===== config.mk =====
export PLATFORM = sky130hd
export DESIGN_NAME = spi_slave_flat
export DESIGN_NICKNAME = d
export VERILOG_FILES = /design/src/rtl/spi_slave_if.sv /design/src/rtl/spi_slave.sv /design/src/flat_wrapper.sv
export SDC_FILE = /design/constraint.sdc
export NUM_CORES = 1
export LEC_CHECK = 0
export ABC_AREA = 1
export BUFFER_PORTS_ARGS = -buffer_cell sky130_fd_sc_hd__clkbuf_2
export CORE_MARGIN = 3
export CORE_UTILIZATION = 54
export CTS_CLUSTER_DIAMETER = 60
export DETAILED_ROUTE_END_ITERATION = 8
export GPL_TIMING_DRIVEN = 0
export PLACE_DENSITY = 0.77
export SYNTH_ARGS = -nofsm -noshare
export SYNTH_HDL_FRONTEND = slang
export SYNTH_SLANG_ARGS = --single-unit
export TNS_END_PERCENT = 1

===== constraint.sdc =====
create_clock -name clk -period 1.8 [get_ports clk]
set_input_delay 0.18 -clock clk [delete_from_list [all_inputs] [get_ports clk]]
set_output_delay 0.18 -clock clk [all_outputs]
set_load 0.02 [all_outputs]

===== src/rtl/spi_slave_if.sv =====
// SPI pad-side signals between an SPI master and the spi_slave byte transceiver.
interface spi_slave_if;
  logic sclk;
  logic ss_n;
  logic mosi;
  logic miso;
  logic miso_oe;

  modport master (output sclk, output ss_n, output mosi, input miso, input miso_oe);
  modport slave  (input sclk, input ss_n, input mosi, output miso, output miso_oe);
endinterface


===== src/rtl/spi_slave.sv =====
// SPI slave byte transceiver: oversamples sclk/ss_n/mosi with clk, all four cpol/cpha modes,
// MSB first, back-to-back bytes while ss_n stays low.
module spi_slave (
  input  logic       clk,
  input  logic       reset_n,
  spi_slave_if.slave spi,
  input  logic       cpol,
  input  logic       cpha,
  input  logic [7:0] din,
  output logic [7:0] dout,
  output logic       rx_done_tick,
  output logic       ld_tick,
  output logic       frame_err_tick,
  output logic       busy
);
  typedef enum logic {st_idle = 1'b0, st_active = 1'b1} state_t;

  state_t     state_reg, state_next;
  logic       sclk_meta, sclk_s, sclk_d;
  logic       ss_meta, ss_s, ss_d;
  logic       mosi_meta, mosi_s;
  logic [7:0] si_reg, si_next;
  logic [7:0] so_reg, so_next;
  logic [7:0] dout_reg, dout_next;
  logic [2:0] n_reg, n_next;
  logic       nclk, nclk_d, lead_edge, trail_edge;
  logic       sample_edge, shift_edge, ss_fall;

  // Two-flop synchronizers on the asynchronous pins plus one-cycle delayed copies for edge detection.
  always_ff @(posedge clk or negedge reset_n) begin
    if (!reset_n) begin
      sclk_meta <= 1'b0;
      sclk_s    <= 1'b0;
      sclk_d    <= 1'b0;
      ss_meta   <= 1'b0;
      ss_s      <= 1'b0;
      ss_d      <= 1'b0;
      mosi_meta <= 1'b0;
      mosi_s    <= 1'b0;
    end else begin
      sclk_meta <= spi.sclk;
      sclk_s    <= sclk_meta;
      sclk_d    <= sclk_s;
      ss_meta   <= spi.ss_n;
      ss_s      <= ss_meta;
      ss_d      <= ss_s;
      mosi_meta <= spi.mosi;
      mosi_s    <= mosi_meta;
    end
  end

  // Normalizing by cpol makes "leading" mean the first edge away from the idle level.
  assign nclk        = sclk_s ^ cpol;
  assign nclk_d      = sclk_d ^ cpol;
  assign lead_edge   = nclk & ~nclk_d;
  assign trail_edge  = ~nclk & nclk_d;
  assign sample_edge = cpha ? trail_edge : lead_edge;
  assign shift_edge  = cpha ? lead_edge : trail_edge;
  assign ss_fall     = ss_d & ~ss_s;

  // State and datapath registers.
  always_ff @(posedge clk or negedge reset_n) begin
    if (!reset_n) begin
      state_reg <= st_idle;
      si_reg    <= 8'h00;
      so_reg    <= 8'h00;
      dout_reg  <= 8'h00;
      n_reg     <= 3'd0;
    end else begin
      state_reg <= state_next;
      si_reg    <= si_next;
      so_reg    <= so_next;
      dout_reg  <= dout_next;
      n_reg     <= n_next;
    end
  end

  // Next-state, datapath updates and event pulses; a deselect wins over a same-cycle sclk edge.
  always_comb begin
    state_next     = state_reg;
    si_next        = si_reg;
    so_next        = so_reg;
    dout_next      = dout_reg;
    n_next         = n_reg;
    rx_done_tick   = 1'b0;
    ld_tick        = 1'b0;
    frame_err_tick = 1'b0;
    case (state_reg)
      st_idle: begin
        if (ss_fall) begin
          so_next    = din;
          n_next     = 3'd0;
          ld_tick    = 1'b1;
          state_next = st_active;
        end else begin
          state_next = st_idle;
        end
      end
      st_active: begin
        if (ss_s) begin
          state_next     = st_idle;
          frame_err_tick = (n_reg != 3'd0);
        end else if (sample_edge) begin
          si_next = {si_reg[6:0], mosi_s};
          n_next  = n_reg + 3'd1;
          if (n_reg == 3'd7) begin
            dout_next    = {si_reg[6:0], mosi_s};
            rx_done_tick = 1'b1;
            so_next      = din;
            ld_tick      = 1'b1;
          end else begin
            dout_next = dout_reg;
          end
        end else if (shift_edge && (n_reg != 3'd0)) begin
          // At n_reg==0 the freshly loaded bit 7 is held for the whole first bit.
          so_next = {so_reg[6:0], 1'b0};
        end else begin
          so_next = so_reg;
        end
      end
      default: begin
        state_next = st_idle;
      end
    endcase
  end

  assign busy        = (state_reg == st_active);
  assign spi.miso_oe = busy;
  assign spi.miso    = busy & so_reg[7];
  assign dout        = dout_reg;

endmodule


===== src/flat_wrapper.sv =====
// flat-port wrapper written by rule: the top's interface ports become plain ports
module spi_slave_flat 
  (clk, reset_n, cpol, cpha, din, dout, rx_done_tick, ld_tick, frame_err_tick, busy, spi_sclk, spi_ss_n, spi_mosi, spi_miso, spi_miso_oe);
  spi_slave_if spi_i ();
  input  logic clk;
  input  logic reset_n;
  input  logic cpol;
  input  logic cpha;
  input  logic [7:0] din;
  output logic [7:0] dout;
  output logic rx_done_tick;
  output logic ld_tick;
  output logic frame_err_tick;
  output logic busy;
  input wire logic [$bits(spi_i.sclk)-1:0] spi_sclk;
  input wire logic [$bits(spi_i.ss_n)-1:0] spi_ss_n;
  input wire logic [$bits(spi_i.mosi)-1:0] spi_mosi;
  output wire logic [$bits(spi_i.miso)-1:0] spi_miso;
  output wire logic [$bits(spi_i.miso_oe)-1:0] spi_miso_oe;
  assign spi_i.sclk = spi_sclk;
  assign spi_i.ss_n = spi_ss_n;
  assign spi_i.mosi = spi_mosi;
  assign spi_miso = spi_i.miso;
  assign spi_miso_oe = spi_i.miso_oe;
  spi_slave u_core (.clk(clk), .reset_n(reset_n), .spi(spi_i), .cpol(cpol), .cpha(cpha), .din(din), .dout(dout), .rx_done_tick(rx_done_tick), .ld_tick(ld_tick), .frame_err_tick(frame_err_tick), .busy(busy));
endmodule

==> flow_metrics.env <==
export IMPL_r2r_end="u_core.n_reg[0]"
export IMPL_vias=1409
export IMPL_syn_to_final_growth_pct=26.2
export IMPL_run_status="finished with violations"
export IMPL_cp_end_kind="primary output"
export IMPL_cts_buffer_depth=2
export IMPL_reg2reg_depth=10
export IMPL_slew_violations=0
export IMPL_rsz0062_at_grt="yes"
export IMPL_synth_compound_area_frac=0.0596
export IMPL_grt_pass1_wl_um=5740
export IMPL_period_needed_ns=1.87
export IMPL_cts_tree="yes"
export IMPL_syn_nets=202
export IMPL_whs_path_depth=5
export IMPL_synth_area_mux_share=0
export IMPL_hold_end="u_core.so_reg[1]"
export IMPL_cpPeakStageDelay_ns=0.44
export IMPL_hold_start="din[1]"
export IMPL_synth_top_family_by_area="simple AND/OR/NAND/NOR gates"
export IMPL_num_rows=19
export IMPL_critPathTopFamily="simple AND/OR/NAND/NOR gates"
export IMPL_die_w_um=61.1
export IMPL_timing_hold_ws_ns=0.159
export IMPL_totalPowerFinal_w=0.00184
export IMPL_dpl_cell_area_sq_um=1820
export IMPL_ir_drop_mv=0.709
export IMPL_worstPathRequired_ns=1.62
export IMPL_setup_ws_ns=-0.0743
export IMPL_ys_ff_latch=35
export IMPL_synth_top_cell_by_area="dfrtp_1"
export IMPL_antennaDiodeCount=0
export IMPL_yosysUniqueCellTypes=22
export IMPL_ff2ff_setup_slack_ns=0.15
export IMPL_hold_viol_final=0
export IMPL_violations="setup timing"
export IMPL_post_drt_wl_per_cell_um=13.2
export IMPL_root_buffer="clkbuf_4"
export IMPL_crit_arrival_ns=1.69
export IMPL_synth_top_area_share=0.535
export IMPL_synth_fa_ha_area_frac=0.0229
export IMPL_hp_class="in -> reg"
export IMPL_syn_instance_count=184
export IMPL_yosys_area_share_simple=0.316
export IMPL_timing_rr_start="u_core.sclk_s"
export IMPL_synth_xor_area_share=0
export IMPL_power_density_nw_per_um2=889
export IMPL_slowest_stage="dfrtp_1"
export IMPL_dp_hpwl_um=2330
export IMPL_synth_area_per_cell_sq_um=8.89
export IMPL_start_util=0.579
export IMPL_io_buffers=28
export IMPL_tightest_slew_ns=0.840
export IMPL_critical_path_class="reg -> out"
export IMPL_fmax_mhz=534
export IMPL_drive_above_1_share=0.314
export IMPL_netlist_area_sq_um=1640
export IMPL_cp_start_kind="flop"
export IMPL_antenna_found_initial=0
export IMPL_pre_cts_slack_ns=-0.00606
export IMPL_routabilityCongestion=0.771
export IMPL_grt_pass1_vias=1282
export IMPL_p_leak_nw=1.13
export IMPL_synth_seq_area_share=0.535
export IMPL_path_buf_inv=4
export IMPL_cap_violations=0
export IMPL_cts_buffers=5
export IMPL_nets=253
export IMPL_grt_overflow=0
export IMPL_grt_usage=0.218
export IMPL_finalWirelength_um=3540
export IMPL_clock_latency_ns=0.33
export IMPL_finalInstanceArea_sq_um=2070
export IMPL_ys_warn_count=0
export IMPL_finalSetupTns_ns=-0.127
export IMPL_finalSetupViolations=2
export IMPL_final_common_cell="nand2_1"
export IMPL_fin_crit_sh=1.04
export IMPL_final_cell_mix="71 x nand2_1, 35 x dfrtp_1, 26 x clkbuf_2"
export IMPL_drt_first_pass_iters=4
export IMPL_path_cells="inv_2 > nand2_2 > nand2_2 > nand3_4 > nand2_4 > nand3_4 > inv_4 > nand2_8 > buf_8 > nand2_4 > buf_8"
export IMPL_fp_dieH_um=61.1
export IMPL_viasPerCell=5.28
export IMPL_clk_pin_slew_ns=0.11
export IMPL_drc=0
export IMPL_critical_path_max_fanout=4
export IMPL_dieArea_sq_um=3730
export IMPL_drtIter0Drc=114
export IMPL_synth_area_top_cells="dfrtp_1 54%, nand2_1 17%, nand3_4 4.3%, inv_1 4.1%, o21ai_2 3.2%"
export IMPL_boundaryPins=29
export IMPL_grt_max_degree=36
export IMPL_max_slew_margin=0.440
export IMPL_htree_levels=2
export IMPL_cts_sinks=35
export IMPL_coreArea_sq_um=2830
export IMPL_fin_skew_ns=0.0143
export IMPL_ant_nets=0
[worst max-delay path by stage]
stage                             start       to  slack [ns]  cells after the start
after global routing      u_core.sclk_s  ld_tick       -0.17                     11
after floorplan           u_core.sclk_s  ld_tick        0.26                     10
after global placement    u_core.sclk_s  ld_tick        0.07                     11
after CTS                 u_core.sclk_s  ld_tick       -0.09                     11
final                     u_core.sclk_s  ld_tick       -0.07                     11
after detailed placement  u_core.sclk_s  ld_tick      -0.006                     11
[layout make-up]
| class | instances | area [sq um] |
|---|---|---|
| fill | 214 | 763 |
| inverter | 21 | 81.3 |
| timing repair buffer | 44 | 289 |
| multi-input combinational | 124 | 681 |
| buffer | 4 | 31.3 |
| clock buffer | 8 | 68.8 |
| tap | 31 | 38.8 |
| sequential | 35 | 876 |
[where the power goes]
part / total (W) / switching [W] / internal, W / leakage (nW)
logic: 0.000371 / 0.000233 / 0.000138 / 0.638
clock network: 0.000483 / 0.000253 / 0.000230 / 0.0386
registers: 0.000982 / 0.0000730 / 0.000909 / 0.452
total: 0.00184 / 0.000559 / 0.00128 / 1.13
[per-stage QoR]
stage,std cells,utilization
global placement,243,0.642
CTS,266,0.724
floorplan,184,-
finish,267,0.730
global route,267,0.730
detailed placement,243,0.642
[synth_stat cells (all sizes together)]
cell type  count
nor3           1
nor2           2
nand4          7
clkbuf         1
nand2         80
nand3         15
buf            3
nand3b         1
inv           21
dfrtp         35
ha             3
o21ai         15
[tightest hold or removal path, cell delays in order]
cell and delay (ns):
clkbuf_2 0.08, nand2_1 0.05, nand2_1 0.04, nand3_1 0.07
nand2_1 0.05
[cell families (layout without fill, tap and decap cells)]
| logic type | count (synthesis) | after routing |
|---|---|---|
| fa+ha+maj | 3 | 3 |
| buf+inv | 25 | 77 |
| simple gates | 106 | 106 |
| compound gates | 15 | 15 |
| flops | 35 | 35 |
[timing repair]
action                                  in CTS  in global routing
resized for setup                           11                  3
endpoints found under the setup margin       2                  3
endpoints found under the hold margin       38                  0
buffers inserted                            11                  1
pin swaps                                    5                  2
cloned                                       0                  0
hold buffers                                 4                  0
[per-layer routing]
metal	GRT usage	vias up	wire, um
met1	0.269	676	1450
met2	0.366	45	1860
li1	-	684	-
met3	0.0440	4	198
met5	0	-	0
met4	0.102	0	32
Note: power is estimated with default switching activity, not from simulation.
